==> config.mk <==
export PLATFORM = sky130hd
export DESIGN_NAME = instr_sequencer
export DESIGN_NICKNAME = d
export VERILOG_FILES = /design/src/rtl/instr_sequencer.sv
export SDC_FILE = /design/constraint.sdc
export NUM_CORES = 1
export LEC_CHECK = 0
export BUFFER_PORTS_ARGS = -buffer_cell sky130_fd_sc_hd__buf_2
export CORE_MARGIN = 2
export CORE_UTILIZATION = 30
export CTS_BUF_LIST = sky130_fd_sc_hd__clkbuf_4 sky130_fd_sc_hd__clkbuf_8
export CTS_CLUSTER_SIZE = 20
export DETAILED_ROUTE_END_ITERATION = 7
export GPL_TIMING_DRIVEN = 0
export PLACE_DENSITY = 0.43
export SLEW_MARGIN = 40
export SYNTH_ARGS = -nofsm -noshare
export SYNTH_HDL_FRONTEND = slang
export SYNTH_SLANG_ARGS = --single-unit
==> constraint.sdc <==
create_clock -name clk -period 3.03 [get_ports clk]
set_input_delay 0.303 -clock clk [delete_from_list [all_inputs] [get_ports clk]]
set_output_delay 0.303 -clock clk [all_outputs]
set_load 0.03 [all_outputs]
==> src/rtl/instr_sequencer.sv <==
// Fetch/issue sequencer: presents program words one at a time over a valid/ack
// handshake, tracks load/data pairs, and stops on HALT_OP or the last address.
module instr_sequencer #(
  parameter int unsigned IW      = 11,
  parameter int unsigned AW      = 4,
  parameter logic [2:0]  HALT_OP = 3'b111
) (
  input  logic          clk,
  input  logic          reset,
  input  logic          prog_we,
  input  logic [AW-1:0] prog_addr,
  input  logic [IW-1:0] prog_data,
  input  logic [AW-1:0] last_addr,
  input  logic          start,
  input  logic          instr_ack,
  output logic [IW-1:0] INSTRUCTION,
  output logic          instr_valid,
  output logic          data_word,
  output logic [AW-1:0] pc,
  output logic          busy,
  output logic          halted,
  output logic          err
);

  localparam int unsigned DEPTH   = 2 ** AW;
  localparam logic [2:0]  LOAD_OP = 3'b000;

  typedef enum logic [1:0] {
    IDLE  = 2'd0,
    FETCH = 2'd1,
    ISSUE = 2'd2,
    HALT  = 2'd3
  } state_t;

  state_t        state;
  logic [IW-1:0] mem [DEPTH];
  logic [AW-1:0] last_q;
  logic          expect_data;
  logic [IW-1:0] fetch_word_c;
  logic          fetch_halt_c;
  logic          issue_load_c;

  assign fetch_word_c = mem[pc];
  // A data word is never decoded, even if its top bits look like HALT_OP.
  assign fetch_halt_c = !expect_data && (fetch_word_c[IW-1 -: 3] == HALT_OP);
  assign issue_load_c = !data_word && (INSTRUCTION[IW-1 -: 3] == LOAD_OP);

  // Program memory is writable only while no run is in progress.
  always_ff @(posedge clk) begin
    if (prog_we && (state == IDLE || state == HALT)) begin
      mem[prog_addr] <= prog_data;
    end
  end

  always_ff @(posedge clk) begin
    if (reset) begin
      state       <= IDLE;
      pc          <= '0;
      INSTRUCTION <= '0;
      instr_valid <= 1'b0;
      data_word   <= 1'b0;
      busy        <= 1'b0;
      halted      <= 1'b0;
      err         <= 1'b0;
      expect_data <= 1'b0;
      last_q      <= '0;
    end else begin
      case (state)
        IDLE, HALT: begin
          if (start) begin
            pc          <= '0;
            expect_data <= 1'b0;
            halted      <= 1'b0;
            err         <= 1'b0;
            last_q      <= last_addr;
            busy        <= 1'b1;
            state       <= FETCH;
          end
        end
        FETCH: begin
          INSTRUCTION <= fetch_word_c;
          data_word   <= expect_data;
          if (fetch_halt_c) begin
            halted <= 1'b1;
            busy   <= 1'b0;
            state  <= HALT;
          end else begin
            instr_valid <= 1'b1;
            state       <= ISSUE;
          end
        end
        ISSUE: begin
          if (instr_ack) begin
            instr_valid <= 1'b0;
            expect_data <= issue_load_c;
            if (pc == last_q) begin
              halted <= 1'b1;
              busy   <= 1'b0;
              err    <= issue_load_c;
              state  <= HALT;
            end else begin
              pc    <= pc + AW'(1);
              state <= FETCH;
            end
          end
        end
        default: state <= IDLE;
      endcase
    end
  end

endmodule

==> results.toml, run 1 <==
[die]
pin_count = 44
rows = 59
fp.dieW_um = 168
dieArea_um2 = 28200
start_util = 0.307
core_um2 = 26200
chipHeight_um = 168

[logic_synthesis]
yosys.cell_types.count = 43
syn_avg_cell_area_um2 = 19.3
synth_flop_cell = "edfxtp_1"
ys_seq_area_frac = 0.734
async_reset_ff_frac = 0
synth_top_area_frac = 0.657
synth_edf_count = 176
ys_top_cells_by_area = "edfxtp_1 66%, mux4_2 13%, dfxtp_1 7.7%"
synth_area_leader_cell = "edfxtp_1"
ys_ff_latch = 207
synthCells = 417
synth_fp_nets = 444
syn-cell-area_um2 = 8050
yosysWarnings = 0

[worst_setup_path]
worstPathArrival_ns = 3.11
r2r.worst_path.cells = 7
r2r_end = "INSTRUCTION[2]"
start_kind = "flop"
cp_num_buf_inv = 3
max_stage_delay_ns = 0.64
path_delay_family = "multiplexers"
slowest_stage = "buf_1"
path_max_fanout = 10
path_class = "flop to flop"
worstPathRequired_ns = 3.43
path_cells = "buf_6, buf_2, buf_1, mux4_2, mux4_2, mux2i_1, nor2_1"
rrSetupSlack_ns = 0.32
end_kind = "flop"
crit_top_cell = "mux4_2"

[finish]
syn2layout_area_growth_pct = 17.7
fin_cells = 865
drive_gt1_frac = 0.343
fin_nets = 533
n_antenna_cell = 0
finish.utilization = 0.361

[status]
outcome = "complete, no violations"

[power]
combPwrFrac = 0.126
power_density_nw_per_um2 = 683
switchingPower_w = 0.00166
ir_drop_mv = 0.233
power_leakage_nw = 3.10
finalPower_w = 0.00647
pwr-share-clk = 0.368
internal_power_w = 0.00481
p_seq_frac = 0.507
p_sw_frac = 0.257

[clocking]
cts_htree_levels = 2
post_cts_buffers = 0
insertion_delay_ns = 0.53
cts_tree = "done"
cts-root-buf = "clkbuf_8"
clkSlewWorstSetupHoldPaths_ns = 0.06
cts.hold.buffers_added = 0
clock_sinks = 207
cts.path.max_buffers = 3
cts_buffers = 37
cts-resized-gates = 0

[timing]
relSlewSlack = 0.463
fin_tns_setup_ns = 0
report.final.slew_viol_count = 0
max_clock_freq_mhz = 369
finalCritPeriodShare = 0.895
final_hold_viol_count = 0
fin_crit_ns = 2.71
rsz0062_at_grt = "no"
setup_viol = 0
tightest_slew_ns = 0.805
skew_ns = 0.0170
postLayoutSetupSlackWorst_ns = 0.318

[drt]
routed_wirelength_mm = 17.6
drt-wirelength-per-cell_um = 20.4
drtIter0Drc = 256
vias_per_cell = 4.73
ant_nets = 0
dr.pass1.iters = 4
drc = 0
vias = 4088

[global_routing]
grt_pass1_wl_mm = 26.9
grt_usage = 0.129
grt_pass1_vias = 4450
antenna_found_initial = 0
grt-ovfl-total = 0
grt_max_degree = 17

[min_path]
min_to = "last_q[3]"
whs_path_depth = 3
hold_class = "input port to flop"
hp-start = "last_addr[3]"

[placed_design]
io_buffers = 42
globalplace.congestion = 0.723
place_hpwl_mm = 11.5
pre_cts_ws_ns = 0.296
dp.cells = 802

[flow_run]
cap_violations = 0
==> cell usage after synthesis (all sizes together) (4+ instances only) <==
master and number:
edfxtp 176, mux4 52, nor2 32, dfxtp 31, nand2 16, buf 15
a21oi 12, mux2i 10, nand3 8, inv 6, nor3 6, xor2 6
clkbuf 4, nand2b 4
==> flip-flops by register name, summed over array words and instances (netlist names), named ones only <==
signal	count
expect_data	1
pc	4
last_q	4
halted	1
instr_valid	1
mem	176
state	2
err	1
INSTRUCTION	11
busy	1
data_word	1
==> cell usage in the layout (no fill, tap or decap), types with 4 or more instances in the layout <==
| cell | synthesis | final |
|---|---|---|
| edfxtp_1 | 176 | 176 |
| buf_2 | 6 | 51 |
| mux4_2 | 45 | 45 |
| clkbuf_8 | 0 | 37 |
| dfxtp_1 | 31 | 31 |
| nor2_1 | 32 | 20 |
| nand2_1 | 16 | 16 |
| a21oi_1 | 12 | 12 |
| clkbuf_4 | 0 | 12 |
| mux2i_1 | 10 | 10 |
| nor2_2 | 0 | 8 |
| nand3_1 | 8 | 8 |
| clkinv_1 | 0 | 8 |
| buf_4 | 2 | 7 |
| mux4_1 | 7 | 7 |
| inv_1 | 6 | 6 |
| xor2_1 | 6 | 6 |
| nand2b_1 | 4 | 4 |
| nor3_2 | 0 | 4 |
| nor2_4 | 0 | 4 |
| clkbuf_1 | 4 | 4 |
| buf_1 | 4 | 4 |
==> worst max-delay path by stage <==
stage | endpoint | slack [ns] | cells past startpoint
6_report | INSTRUCTION[2] | 0.32 | 7
5_1_grt | INSTRUCTION[2] | 0.21 | 7
4_1_cts | INSTRUCTION[2] | 0.29 | 7
3_5_place_dp | INSTRUCTION[2] | 0.30 | 7
3_3_place_gp | mem[0][5] | -0.57 | 6
2_1_floorplan | mem[0][0] | 0.57 | 6
==> cells by family (layout without fill, tap and decap cells) <==
logic type               count (synthesis)  in the layout  synth area share
adder cells (fa/ha/maj)                  3              3           0.00466
buffers and inverters                   25            138            0.0174
multiplexers                            64             64             0.164
AO/OA/AOI/OAI                           25             25            0.0196
flip-flops                             207            207             0.734
XOR/XNOR                                 6              6           0.00653
AND/OR/NAND/NOR                         87             87            0.0541
==> tightest hold or removal path, delay by kind of cell <==
family | cells | cell delay [ns]
AO/OA/AOI/OAI | 1 | 0.05
buffers and inverters | 1 | 0.10
AND/OR/NAND/NOR | 1 | 0.07
==> final cells by class <==
type / count / area [um2]
plain buffers: 19 / 118
clock buffers: 49 / 599
fillers: 2422 / 16700
inverters: 6 / 22.5
flip-flops and latches: 207 / 5910
multi-input cells: 185 / 2070
repair buffers: 50 / 263
clock inverters: 14 / 72.6
well taps: 335 / 419
==> through the flow <==
| stage | area (um2) | hold WS (ns) |
|---|---|---|
| after detailed placement | 8790 | 0.470 |
| after global routing | 9470 | 0.0502 |
| final | 9470 | 0.0522 |
| after CTS | 9460 | 0.0242 |
| after global placement | 8680 | 0.456 |
| after floorplan | 8050 | 0.402 |
==> metal layers <==
metal  global-route usage  vias to the layer above  routed length (um)
met3               0.0263                       35                 729
met4               0.0488                        0                 463
met5                    0                        -                   0
met2                0.210                       94                8210
met1                0.172                     2097                8210
li1                     -                     1862                   -
==> power groups by stage <==
| stage | Clock (W) | Combinational, W | Sequential, W |
|---|---|---|---|
| detailed placement | 0 | 0.000817 | 0.00334 |
| floorplan | 0 | 0.000451 | 0.00344 |
| global route | 0.00258 | 0.000887 | 0.00329 |
| finish | 0.00238 | 0.000812 | 0.00328 |
| CTS | 0.00247 | 0.000819 | 0.00328 |
| global placement | 0 | 0.000791 | 0.00333 |
Note: power is estimated with default switching activity, not from simulation.
==> run 2, diff against run 1 <==
--- a/config.mk
+++ b/config.mk
@@ -5,6 +5,7 @@
 export SDC_FILE = /design/constraint.sdc
 export NUM_CORES = 1
 export LEC_CHECK = 0
+export ABC_AREA = 1
 export BUFFER_PORTS_ARGS = -buffer_cell sky130_fd_sc_hd__buf_2
 export CORE_MARGIN = 2
 export CORE_UTILIZATION = 30
==> run 2 against run 1 <==
Net effect:
- hold slack lost 0.023 ns
- wire length up 36%
- global-route usage is 3.8 points higher
- combinational power fell by 37%
- sequential power shrank 2%
- cell area increased by 4.4%
- clock power rose by 11%
- cell count rose by 40%
- synthesized cell count rose by 73%
- critical path depth shrank 1
- setup slack improved by 0.38 ns
- die area grew 4.0%
- critical endpoint is now mem[0][6]
- largest cell class unchanged
==> results.toml, run 2 <==
[logic_synthesis]
synth_top_family_by_area = "simple AND/OR/NAND/NOR gates"
async_reset_ff_frac = 0
syn_avg_cell_area_um2 = 11.6
synth.most_common_cell = "edfxtp_1"
synthAdderAreaFrac = 0.00448
yosys.area_share.simple = 0.135
synth-compound-area-share = 0.0975
synth_flop_cell = "edfxtp_1"
synthCells = 722
ys_seq_area_frac = 0.705
yosysWarnings = 0
synth_fp_nets = 749
synth.area.mux_share = 0
synth.top_cells.by_count = "176 x edfxtp_1, 123 x nor2_1, 88 x nand2_1"
synth_top_area_frac = 0.631
synth_edf_count = 176
yosys.cell_types.count = 30
ys_top_cells_by_area = "edfxtp_1 63%, dfxtp_1 7.4%, nor2_1 5.5%"
synth_area_leader_cell = "edfxtp_1"
syn-cell-area_um2 = 8380
synth_xor_xnor_area_share = 0.00627
ys_ff_latch = 207

[drt]
drt-wirelength-per-cell_um = 19.8
drc = 0
vias = 5726
drtIter0Drc = 423
ant_nets = 0
routed_wirelength_mm = 23.9
vias_per_cell = 4.74
dr.pass1.iters = 4

[timing]
max_clock_freq_mhz = 428
fin_tns_setup_ns = 0
skew_ns = 0.0188
final_hold_viol_count = 0
report.final.slew_viol_count = 0
relSlewSlack = 0.433
finalCritPeriodShare = 0.771
tightest_slew_ns = 0.850
fin_crit_ns = 2.34
rsz0062_at_grt = "no"
setup_viol = 0

[global_routing]
grt_usage = 0.167
grt-ovfl-total = 0
grt_pass1_vias = 5703
grt_max_degree = 17
antenna_found_initial = 0
grt_pass1_wl_mm = 35.5

[power]
power_leakage_nw = 3.60
finalPower_w = 0.00638
ir_drop_mv = 0.312
power_density_nw_per_um2 = 645

[worst_setup_path]
worstPathRequired_ns = 3.18
path_class = "flop to flop"
timing.rr.start = "state[0]"
r2r.worst_path.cells = 6
worstPathArrival_ns = 2.49
path_max_fanout = 11
start_kind = "flop"
critPathLaunch = "state[0]"
end_kind = "flop"

[clocking]
clock_sinks = 207
post_cts_buffers = 0
clkSlewWorstSetupHoldPaths_ns = 0.06
cts_tree = "done"
cts.hold.buffers_added = 0
cts_htree_levels = 2
cts-resized-gates = 0
cts-root-buf = "clkbuf_8"
cts_buffers = 38
cts.path.max_buffers = 3
insertion_delay_ns = 0.54

[finish]
reg_top3 = "mem: 176 flops, INSTRUCTION: 11 flops"
drive_gt1_frac = 0.188
n_antenna_cell = 0
syn2layout_area_growth_pct = 18.1
multi_input_area_um2 = 2100
most-common-layout-cells = "176 x edfxtp_1, 107 x nor2_1, 88 x nand2_1"
layout.area.seq_um2 = 5910
regMostFlops = "mem"
largest_reg_flops = 176
final_common_cell = "edfxtp_1"
fin_nets = 832
fill_cells = 2816

[min_path]
hold_class = "input port to flop"
whs_path_depth = 3
hp-start = "last_addr[3]"

[die]
rows = 61
dieArea_um2 = 29300
chipHeight_um = 171
core_um2 = 27600
fp.dieW_um = 171
start_util = 0.303
pin_count = 44

[placed_design]
globalplace.congestion = 0.786
io_buffers = 43
place_hpwl_mm = 15.6

[status]
outcome = "complete, no violations"

[flow_run]
cap_violations = 0
==> run 2: cell types whose count changed after synthesis, moves of 10 or more <==
| cell | change |
|---|---|
| o221ai_1 | +10 |
| nand3_1 | +49 |
| mux2i_1 | -10 |
| o22ai_1 | +22 |
| nor2_1 | +91 |
| o21ai_0 | +81 |
| mux4_2 | -45 |
| inv_1 | +43 |
| nand2_1 | +72 |
| clkbuf_1 | +10 |
==> run 2: where the power goes <==
part | internal [W] | leakage, nW | switching [W]
Clock | 0.00151 | 0.396 | 0.00114
Sequential | 0.00318 | 1.84 | 0.0000408
Combinational | 0.000140 | 1.36 | 0.000372
Total | 0.00482 | 3.60 | 0.00155
==> run 2: layer usage <==
metal	wire [um]	vias to the layer above	share of wire	global-route usage
met2	10600	178	0.44	0.257
met4	959	0	0.040	0.0737
li1	-	2717	-	-
met5	0	-	0	0
met3	1320	60	0.055	0.0312
met1	11000	2771	0.46	0.229
==> run 2: cell families (layout without fill, tap and decap cells) <==
group / after synthesis / after routing
AO/OA/AOI/OAI: 142 / 142
adder cells (fa/ha/maj): 3 / 3
flip-flops: 207 / 207
AND/OR/NAND/NOR: 275 / 275
XOR/XNOR: 6 / 6
buffers and inverters: 89 / 196
==> run 2: worst max-delay path, stage by stage, from the launching register on <==
cell	delay [ns]
dfxtp_1	0.34
inv_1	0.05
ha_1	0.35
nand2_1	0.13
nor2_1	0.16
nand2_1	0.21
nor2_2	0.71
==> run 2: worst paths after layout <==
kind	slack, ns	endpoint
max reg2reg	0.69	mem[0][6]
min reg2reg	0.47	expect_data
min	0.03	last_q[3]
max	0.69	mem[0][6]
==> run 2: layout make-up <==
| cell class | instances | area share |
|---|---|---|
| flip-flops and latches | 207 | 0.597 |
| multi-input cells | 426 | 0.212 |
| clock buffers | 57 | 0.0724 |
| well taps | 378 | 0.0478 |
| plain buffers | 38 | 0.0238 |
| repair buffers | 43 | 0.0218 |
| inverters | 51 | 0.0204 |
| clock inverters | 7 | 0.00455 |
==> run 2: through the flow <==
| stage | instance area (um2) | hold slack (ns) | cells | worst slack (ns) | util |
|---|---|---|---|---|---|
| after detailed placement | 9110 | 0.458 | 1143 | 0.657 | 0.330 |
| final | 9890 | 0.0290 | 1207 | 0.694 | 0.358 |
| after global routing | 9890 | 0.0424 | 1207 | 0.506 | 0.358 |
| after floorplan | 8380 | 0.402 | 722 | 1.20 | - |
| after CTS | 9880 | 0.000698 | 1207 | 0.637 | 0.357 |
| after global placement | 9060 | 0.454 | 1143 | 0.341 | 0.328 |
